`src/rtl/fir_pkg.sv`:
```
// Shared definitions for the FIR feeder: data width, result counter width
// and the feeder state encoding.
package fir_pkg;

  localparam int FIR_DATA_W = 8;
  localparam int RES_CNT_W  = 16;

  typedef enum logic [1:0] {
    IDLE  = 2'd0,
    ISSUE = 2'd1,
    WAIT  = 2'd2
  } feeder_state_t;

endpackage

```
`src/rtl/feeder_fifo.sv`:
```
// Small synchronous FIFO buffering upstream samples ahead of the filter.
// Full/empty come from a registered occupancy count, so a pop in a given
// cycle never opens space for a push in that same cycle.
module feeder_fifo #(
  parameter int DATA_W     = 8,
  parameter int FIFO_DEPTH = 8
) (
  input  logic              clk,
  input  logic              rst,
  input  logic              push_i,
  input  logic [DATA_W-1:0] data_i,
  input  logic              pop_i,
  output logic              full_o,
  output logic              empty_o,
  output logic [DATA_W-1:0] head_o
);

  localparam int PTR_W = $clog2(FIFO_DEPTH);

  logic [DATA_W-1:0] mem_q [FIFO_DEPTH];
  logic [PTR_W-1:0]  wrPtr_q;
  logic [PTR_W-1:0]  rdPtr_q;
  logic [PTR_W:0]    count_q;
  logic              doPush;
  logic              doPop;

  assign full_o  = (count_q == (PTR_W+1)'(FIFO_DEPTH));
  assign empty_o = (count_q == '0);
  assign head_o  = mem_q[rdPtr_q];
  assign doPush  = push_i && !full_o;
  assign doPop   = pop_i && !empty_o;

  // Storage array written at the tail; contents need no reset.
  always_ff @(posedge clk) begin
    if (doPush) begin
      mem_q[wrPtr_q] <= data_i;
    end
  end

  // Pointer and occupancy bookkeeping; pointers wrap naturally at the depth.
  always_ff @(posedge clk) begin
    if (rst) begin
      wrPtr_q <= '0;
      rdPtr_q <= '0;
      count_q <= '0;
    end else begin
      if (doPush) begin
        wrPtr_q <= wrPtr_q + PTR_W'(1);
      end
      if (doPop) begin
        rdPtr_q <= rdPtr_q + PTR_W'(1);
      end
      case ({doPush, doPop})
        2'b10:   count_q <= count_q + (PTR_W+1)'(1);
        2'b01:   count_q <= count_q - (PTR_W+1)'(1);
        default: count_q <= count_q;
      endcase
    end
  end

endmodule

```
`src/rtl/fir_feeder.sv`:
```
// Initiator side of the folded FIR en/ready/valid protocol. Samples are
// queued in feeder_fifo, issued one at a time, and each filter result is
// held for downstream behind a valid/ready handshake. A WAIT that sees no
// result within TIMEOUT cycles drops the sample and sets a sticky error.
// Optional build macro FEEDER_RESCNT_EN adds a 16-bit delivered-result
// counter on res_count; without it res_count is tied to zero.
module fir_feeder
  import fir_pkg::*;
#(
  parameter int DATA_W     = FIR_DATA_W,
  parameter int FIFO_DEPTH = 8,
  parameter int TIMEOUT    = 31
) (
  input  logic                 clk,
  input  logic                 rst,
  input  logic                 s_valid,
  input  logic [DATA_W-1:0]    s_data,
  output logic                 s_ready,
  output logic                 fir_en,
  output logic [DATA_W-1:0]    fir_x,
  input  logic                 fir_ready,
  input  logic                 fir_valid,
  input  logic [DATA_W-1:0]    fir_y,
  output logic                 m_valid,
  output logic [DATA_W-1:0]    m_data,
  input  logic                 m_ready,
  output logic                 busy,
  output logic                 err_timeout,
  output logic [RES_CNT_W-1:0] res_count
);

  localparam int TCNT_W = $clog2(TIMEOUT + 1);

  feeder_state_t     state_q;
  logic              fir_en_q;
  logic [DATA_W-1:0] fir_x_q;
  logic              m_valid_q;
  logic [DATA_W-1:0] m_data_q;
  logic              err_q;
  logic [TCNT_W-1:0] waitCnt_q;
  logic [TCNT_W-1:0] waitCnt_d;

  logic              fifoFull;
  logic              fifoEmpty;
  logic [DATA_W-1:0] fifoHead;
  logic              push;
  logic              pop;
  logic              issueOk;

  // Ready is held low while reset is asserted so every output reads zero
  // during reset, then reflects free space from the first cycle after.
  assign s_ready   = !fifoFull && !rst;
  assign push      = s_valid && s_ready;
  assign pop       = (state_q == ISSUE);
  assign issueOk   = !fifoEmpty && fir_ready && (!m_valid_q || m_ready);
  assign waitCnt_d = waitCnt_q + TCNT_W'(1);

  assign fir_en      = fir_en_q;
  assign fir_x       = fir_x_q;
  assign m_valid     = m_valid_q;
  assign m_data      = m_data_q;
  assign err_timeout = err_q;
  assign busy        = (state_q != IDLE) || !fifoEmpty;

  feeder_fifo #(
    .DATA_W     (DATA_W),
    .FIFO_DEPTH (FIFO_DEPTH)
  ) u_fifo (
    .clk     (clk),
    .rst     (rst),
    .push_i  (push),
    .data_i  (s_data),
    .pop_i   (pop),
    .full_o  (fifoFull),
    .empty_o (fifoEmpty),
    .head_o  (fifoHead)
  );

  // Issue/wait sequencer with its registered strobe, result holding
  // register and timeout watchdog. waitCnt_d counts WAIT cycles completed,
  // so the abort lands exactly TIMEOUT cycles after entering WAIT; a result
  // arriving in that same cycle still wins.
  always_ff @(posedge clk) begin
    if (rst) begin
      state_q   <= IDLE;
      fir_en_q  <= 1'b0;
      fir_x_q   <= '0;
      m_valid_q <= 1'b0;
      m_data_q  <= '0;
      err_q     <= 1'b0;
      waitCnt_q <= '0;
    end else begin
      fir_en_q <= 1'b0;
      if (m_valid_q && m_ready) begin
        m_valid_q <= 1'b0;
      end
      case (state_q)
        IDLE: begin
          if (issueOk) begin
            state_q  <= ISSUE;
            fir_en_q <= 1'b1;
            fir_x_q  <= fifoHead;
          end
        end
        ISSUE: begin
          waitCnt_q <= '0;
          state_q   <= WAIT;
        end
        WAIT: begin
          waitCnt_q <= waitCnt_d;
          if (fir_valid) begin
            m_data_q  <= fir_y;
            m_valid_q <= 1'b1;
            state_q   <= IDLE;
          end else if (waitCnt_d == TCNT_W'(TIMEOUT)) begin
            err_q   <= 1'b1;
            state_q <= IDLE;
          end
        end
        default: begin
          state_q <= IDLE;
        end
      endcase
    end
  end

`ifdef FEEDER_RESCNT_EN
  logic [RES_CNT_W-1:0] resCount_q;

  // Count every result handed downstream, wrapping at the counter width.
  always_ff @(posedge clk) begin
    if (rst) begin
      resCount_q <= '0;
    end else if (m_valid_q && m_ready) begin
      resCount_q <= resCount_q + RES_CNT_W'(1);
    end
  end

  assign res_count = resCount_q;
`else
  assign res_count = '0;
`endif

endmodule

```
`config.mk`:
```
export PLATFORM = sky130hd
export DESIGN_NAME = fir_feeder
export DESIGN_NICKNAME = d
export VERILOG_FILES = /design/src/rtl/fir_pkg.sv /design/src/rtl/feeder_fifo.sv /design/src/rtl/fir_feeder.sv
export SDC_FILE = /design/constraint.sdc
export NUM_CORES = 1
export LEC_CHECK = 0
export CELL_PAD_IN_SITES_DETAIL_PLACEMENT = 0
export CELL_PAD_IN_SITES_GLOBAL_PLACEMENT = 1
export CORE_UTILIZATION = 45
export DETAILED_ROUTE_END_ITERATION = 16
export PLACE_DENSITY_LB_ADDON = 0.1
export SYNTH_ARGS = -nofsm -noshare
export SYNTH_HDL_FRONTEND = slang
export SYNTH_SLANG_ARGS = --single-unit
```
`constraint.sdc`:
```
create_clock -name clk -period 3 [get_ports clk]
set_input_delay 0.9 -clock clk [delete_from_list [all_inputs] [get_ports clk]]
set_output_delay 0.9 -clock clk [all_outputs]
set_load 0.02 [all_outputs]
```
After elaboration in Yosys (flattened, before gate mapping) --
Memories as Yosys holds them, arrays and structs flattened. A register that Yosys moved wholly into a read port is not among the register bits. Index checks and enable logic that the tools add are counted.
Cells by class: $add $sub $neg 5, multiply operators 0, div/mod/pow operators 0, magnitude comparators 0, eq/ne operators 8, shifts and indexed selects 0, muxes and demuxes 12, bitwise logic cells 2, reduce and logical (&&, ||, !) cells 23
Operators by type and width (count):
- 5-bit case mux with 2 select lines | 1
- 4-bit case mux with 2 select lines | 1
- 1-bit logical AND | 7
- 3-bit by 1-bit adder with 3-bit output (second input constant) | 2
- 1-bit two-way mux | 6
- 2-bit two-way mux | 3
- 2-bit case mux with 3 select lines | 1
- 2-bit AND reduction | 3
- 2-bit nonzero test | 3
- 5-bit by 1-bit adder with 5-bit output (second input constant) | 1
- 5-bit == test (second input constant) | 1
- 4-bit by 1-bit adder with 4-bit output (second input constant) | 1
- 2-bit by 1-bit == test with 1-bit output (second input constant) | 2
- 2-bit == test (second input constant) | 2
- 4-bit == test (second input constant) | 1
- 1-bit logical NOT | 4
- 4-bit logical NOT | 1
- 4-bit by 1-bit subtractor with 4-bit output (second input constant) | 1
- 3-bit != test (second input constant) | 1
- 3-bit AND reduction | 1
- 2-bit logical NOT | 1
- 1-bit logical OR | 2
- 2-bit != test (second input constant) | 1
- 1-bit NOT | 2
- 2-bit OR reduction | 1
Storage, ports and cells: bits in registers 28, latch bits 0, memory bits (writable) 64, ROM bits 0, input port bits 22, output and inout bits 37, word-level logic and storage cells 60, memories 1
Memories:
- u_fifo.mem_q | depth 8, bits a word 8, read ports 1, clocked after Yosys merged registers in 1, wr ports 1, line feeder_fifo.sv:20 | logic [DATA_W-1:0] mem_q [FIFO_DEPTH];

Depth between registers and ports, before layout --
word-level depth 7, mapped depth 12, mapped depth without buffers 11

Modules after synthesis --
A second synthesis with hierarchy kept.
Unflattened totals: cells, all modules 316, area total of the unflattened synthesis 4450.5 um2
By module, submodules not included:
- feeder_fifo | times used 1, cells each 167, area each 3150.5 um2
- fir_feeder | times used 1, cells each 149, area each 1300.0 um2

Least setup slack after synthesis --
No wires, ideal clock.
path type input-to-reg, start input port s_valid, end register u_fifo.count_q[2], setup time 0.070 ns, arrival 2.724 ns, data required time 2.930 ns, slack 0.206 ns, stages 10, path buffers 0, path through inv_1 a211oi_1 inv_1 ha_1 xor2_1 ha_1 a21oi_1 xor2_1 or3_1 a21oi_1
On the way: longest elaborated chain between the ends 4, elaborated cells between the ends (all ways) 6, classes of those cells eq/ne: 2; mux: 1; reduce/logical: 3
Ends and longest elaborated chain:
- start, declared | line fir_feeder.sv:16 | input logic s_valid,
- 1-bit logical AND * | line fir_feeder.sv:53 | assign push = s_valid && s_ready;
- 1-bit logical AND * | line feeder_fifo.sv:30 | assign doPush = push_i && !full_o;
- 2-bit by 1-bit == test with 1-bit output / 2-bit == test (equally long branches) | line feeder_fifo.sv:53 | case ({doPush, doPop})
- 4-bit case mux with 2 select lines / 2-bit nonzero test (equally long branches)
- end signal, assigned | line feeder_fifo.sv:54 | 2'b10: count_q <= count_q + (PTR_W+1)'(1);
- end signal, assigned | line feeder_fifo.sv:55 | 2'b01: count_q <= count_q - (PTR_W+1)'(1);
- end signal, assigned | line feeder_fifo.sv:56 | default: count_q <= count_q;
- end, declared | line feeder_fifo.sv:23 | logic [PTR_W:0] count_q;
Mark *: on every way between the ends. The rest lies on a longest branch, timed or not. A chain may end at the register's enable or synchronous reset.

Worst setup path after layout --
start input port rst, end output port s_ready
On the way: longest elaborated chain between the ends 2
Ends and longest elaborated chain:
- start, declared | line fir_feeder.sv:15 | input logic rst,
- 1-bit logical NOT | line fir_feeder.sv:52 | assign s_ready = !fifoFull && !rst;
- 1-bit logical AND | line fir_feeder.sv:52
- end, declared | line fir_feeder.sv:18 | output logic s_ready,
Every way passes these cells.

==> impl_metrics.yaml <==
outcome:
  status: "finished clean"
global_route:
  grtUsageTotal: 0.163
  grt_max_degree: 36
  antenna_found_initial: 0
  grt_pass1_wl_um: 12200
  grt_pass1_vias: 2388
  overflow: 0
detailed_routing:
  ant_nets: 0
  dr.pass1.iters: 4
  vias_per_cell: 4.86
  drtIter0Drc: 109
  vias: 2495
  drc_errors: 0
  wirelength_um: 7560
  wl_per_cell_um: 14.7
timing:
  setup_viol: 0
  clock_skew_ps: 13.5
  holdWs_ps: 459
  fin_crit_sh: 0.908
  fmaxAchievable_mhz: 367
  period_minus_slack_ps: 2720
  hold_viol: 0
  maxSlewHeadroom: 0.561
  rsz0062_at_grt: "no"
  worstMarginPinSlew_ps: 657
  finalMaxSlewViolations: 0
logic_synthesis:
  syn_inst: 320
  async_reset_ff_frac: 0
  synth_top_area_share: 0.446
  synth_common_cells: "edfxtp_1, dfxtp_1, nor2_1"
  synth.most_common_cell: "edfxtp_1"
  synth_cell_types: 39
  synth-seq-cells: 100
  yosysWarnings: 0
  syn_avg_cell_area_um2: 13.5
  synth_area_um2: 4310
  synth.area.top_cells: "edfxtp_1, dfxtp_1, mux4_2"
  yosys.area.top_type: "edfxtp_1"
  ys.flop_type: "edfxtp_1"
  synth-edff-count: 64
  ys_seq_area_frac: 0.613
clock_tree:
  ctsLongestPathBuffers: 2
  clk_pin_slew_ps: 100
  worstSkewPairLatency_ps: 360
  numCtsBuffers: 9
  postCtsSetupBuffers: 0
  cts_hold_buf: 0
  h-tree-depth: 3
  root_buffer: "clkbuf_8"
  cts_tree: "done"
  cts.sinks: 100
power_and_ir_drop:
  vdd_drop_max_mv: 0.344
  leakage_nw: 1.75
  p_per_area_nw_per_um2: 606
critical_path:
  worstSetupEndpointType: "primary output"
  arrival_ps: 1820
  crit_type: "in2out"
  start_kind: "input pin"
  worst-path-max-fanout: 4
  cp.required_ps: 2100
die:
  die_w_um: 99.8
  coreArea_um2: 9240
  die_h_um: 99.8
  die-area_um2: 9970
  rows: 35
  initial_core_util: 0.466
  ios: 59
place:
  dp_hpwl_um: 5190
  portBuffers: 42
  placed_area_um2: 4900
  gp_congestion: 0.801
final_layout:
  antennaDiodeCount: 0
  final_area_um2: 5090
  nFillCells: 769
  drive_gt1_frac: 0.172
  nNetsFinal: 412
  syn2layout_area_growth_pct: 18.2
run:
  drv_cap: 0
min_path:
  holdCritPathClass: "reg2reg"
-- cell type report --
| cell class | instances | area (um^2) | area share |
|---|---|---|---|
| well taps | 129 | 161 | 0.0317 |
| clock buffers | 9 | 124 | 0.0243 |
| repair buffers | 65 | 594 | 0.117 |
| clock inverters | 7 | 71.3 | 0.0140 |
| flip-flops and latches | 100 | 2640 | 0.519 |
| multi-input cells | 194 | 1470 | 0.288 |
| inverters | 9 | 33.8 | 0.00663 |
-- placed cells by master, fill, tap and decap left out, types with 14 or more instances in the layout --
cell / synthesis / routed
edfxtp_1: 64 / 64
nor2_1: 25 / 25
nand2_1: 24 / 24
clkdlybuf4s50_1: 0 / 40
buf_4: 16 / 23
dfxtp_1: 36 / 36
nand3_1: 14 / 14
a21oi_1: 20 / 20
mux4_2: 16 / 16
conb_1: 1 / 16
-- cells by family (layout without fill, tap and decap cells) --
logic type	Yosys count	count (layout)	share of synthesized area
flip-flops	100	100	0.613
AND/OR/NAND/NOR	91	91	0.103
AO/OA/AOI/OAI	43	43	0.0694
buffers and inverters	41	90	0.0593
multiplexers	28	28	0.112
adder cells (fa/ha/maj)	11	11	0.0319
XOR/XNOR	5	5	0.0102
other	1	16	0.000870
-- worst max-delay path: stages --
cell,delay (ps)
clkdlybuf4s50_1,460
a21oi_1,130
dlygate4sd2_1,340
-- per-layer routing --
| layer | GRT usage | part of all wire | vias up |
|---|---|---|---|
| li1 | - | - | 1254 |
| met1 | 0.225 | 0.48 | 1186 |
| met2 | 0.254 | 0.47 | 50 |
| met3 | 0.0453 | 0.040 | 5 |
| met4 | 0.0475 | 0.010 | 0 |
| met5 | 0 | 0 | - |
-- path summary, 6_finish.rpt --
path | from | endpoint | slack, ps | cells after the start
max reg2reg | u_fifo.count_q[0] | u_fifo.count_q[2] | 510 | 10
min reg2reg | m_data[1] | m_data[1] | 460 | 2
max | rst | s_ready | 280 | 3
min | m_data[1] | m_data[1] | 460 | 2
-- stage by stage --
step | setup TNS, ps | utilization | setup WS [ps] | instances | power, W
2_1_floorplan | 0 | - | 206 | 335 | 0.00211
3_3_place_gp | -6.47 | 0.530 | -6.47 | 497 | 0.00229
3_5_place_dp | -75.7 | 0.530 | -54.1 | 497 | 0.00229
4_1_cts | 0 | 0.551 | 49.7 | 513 | 0.00314
5_1_grt | 0 | 0.551 | 205 | 513 | 0.00325
6_report | 0 | 0.551 | 277 | 513 | 0.00309
-- flip-flops by register name, indices dropped and copies added, names as in the netlist, 2 cells and up --
register,flops
state_q,2
waitCnt_q,5
u_fifo.count_q,4
u_fifo.wrPtr_q,3
m_data,8
fir_x,8
u_fifo.mem_q,64
u_fifo.rdPtr_q,3
-- power breakdown --
| part | internal, W | total, W | switching (W) |
|---|---|---|---|
| clock network | 0.000333 | 0.000838 | 0.000506 |
| registers | 0.00153 | 0.00158 | 0.0000473 |
| logic | 0.000310 | 0.000672 | 0.000362 |
| total | 0.00217 | 0.00309 | 0.000915 |
-- repair_timing --
item,in CTS,in global routing
hold endpoints to repair,0,0
resized for setup,1,1
endpoints found under the setup margin,1,1
Note: power is estimated with default switching activity, not from simulation.
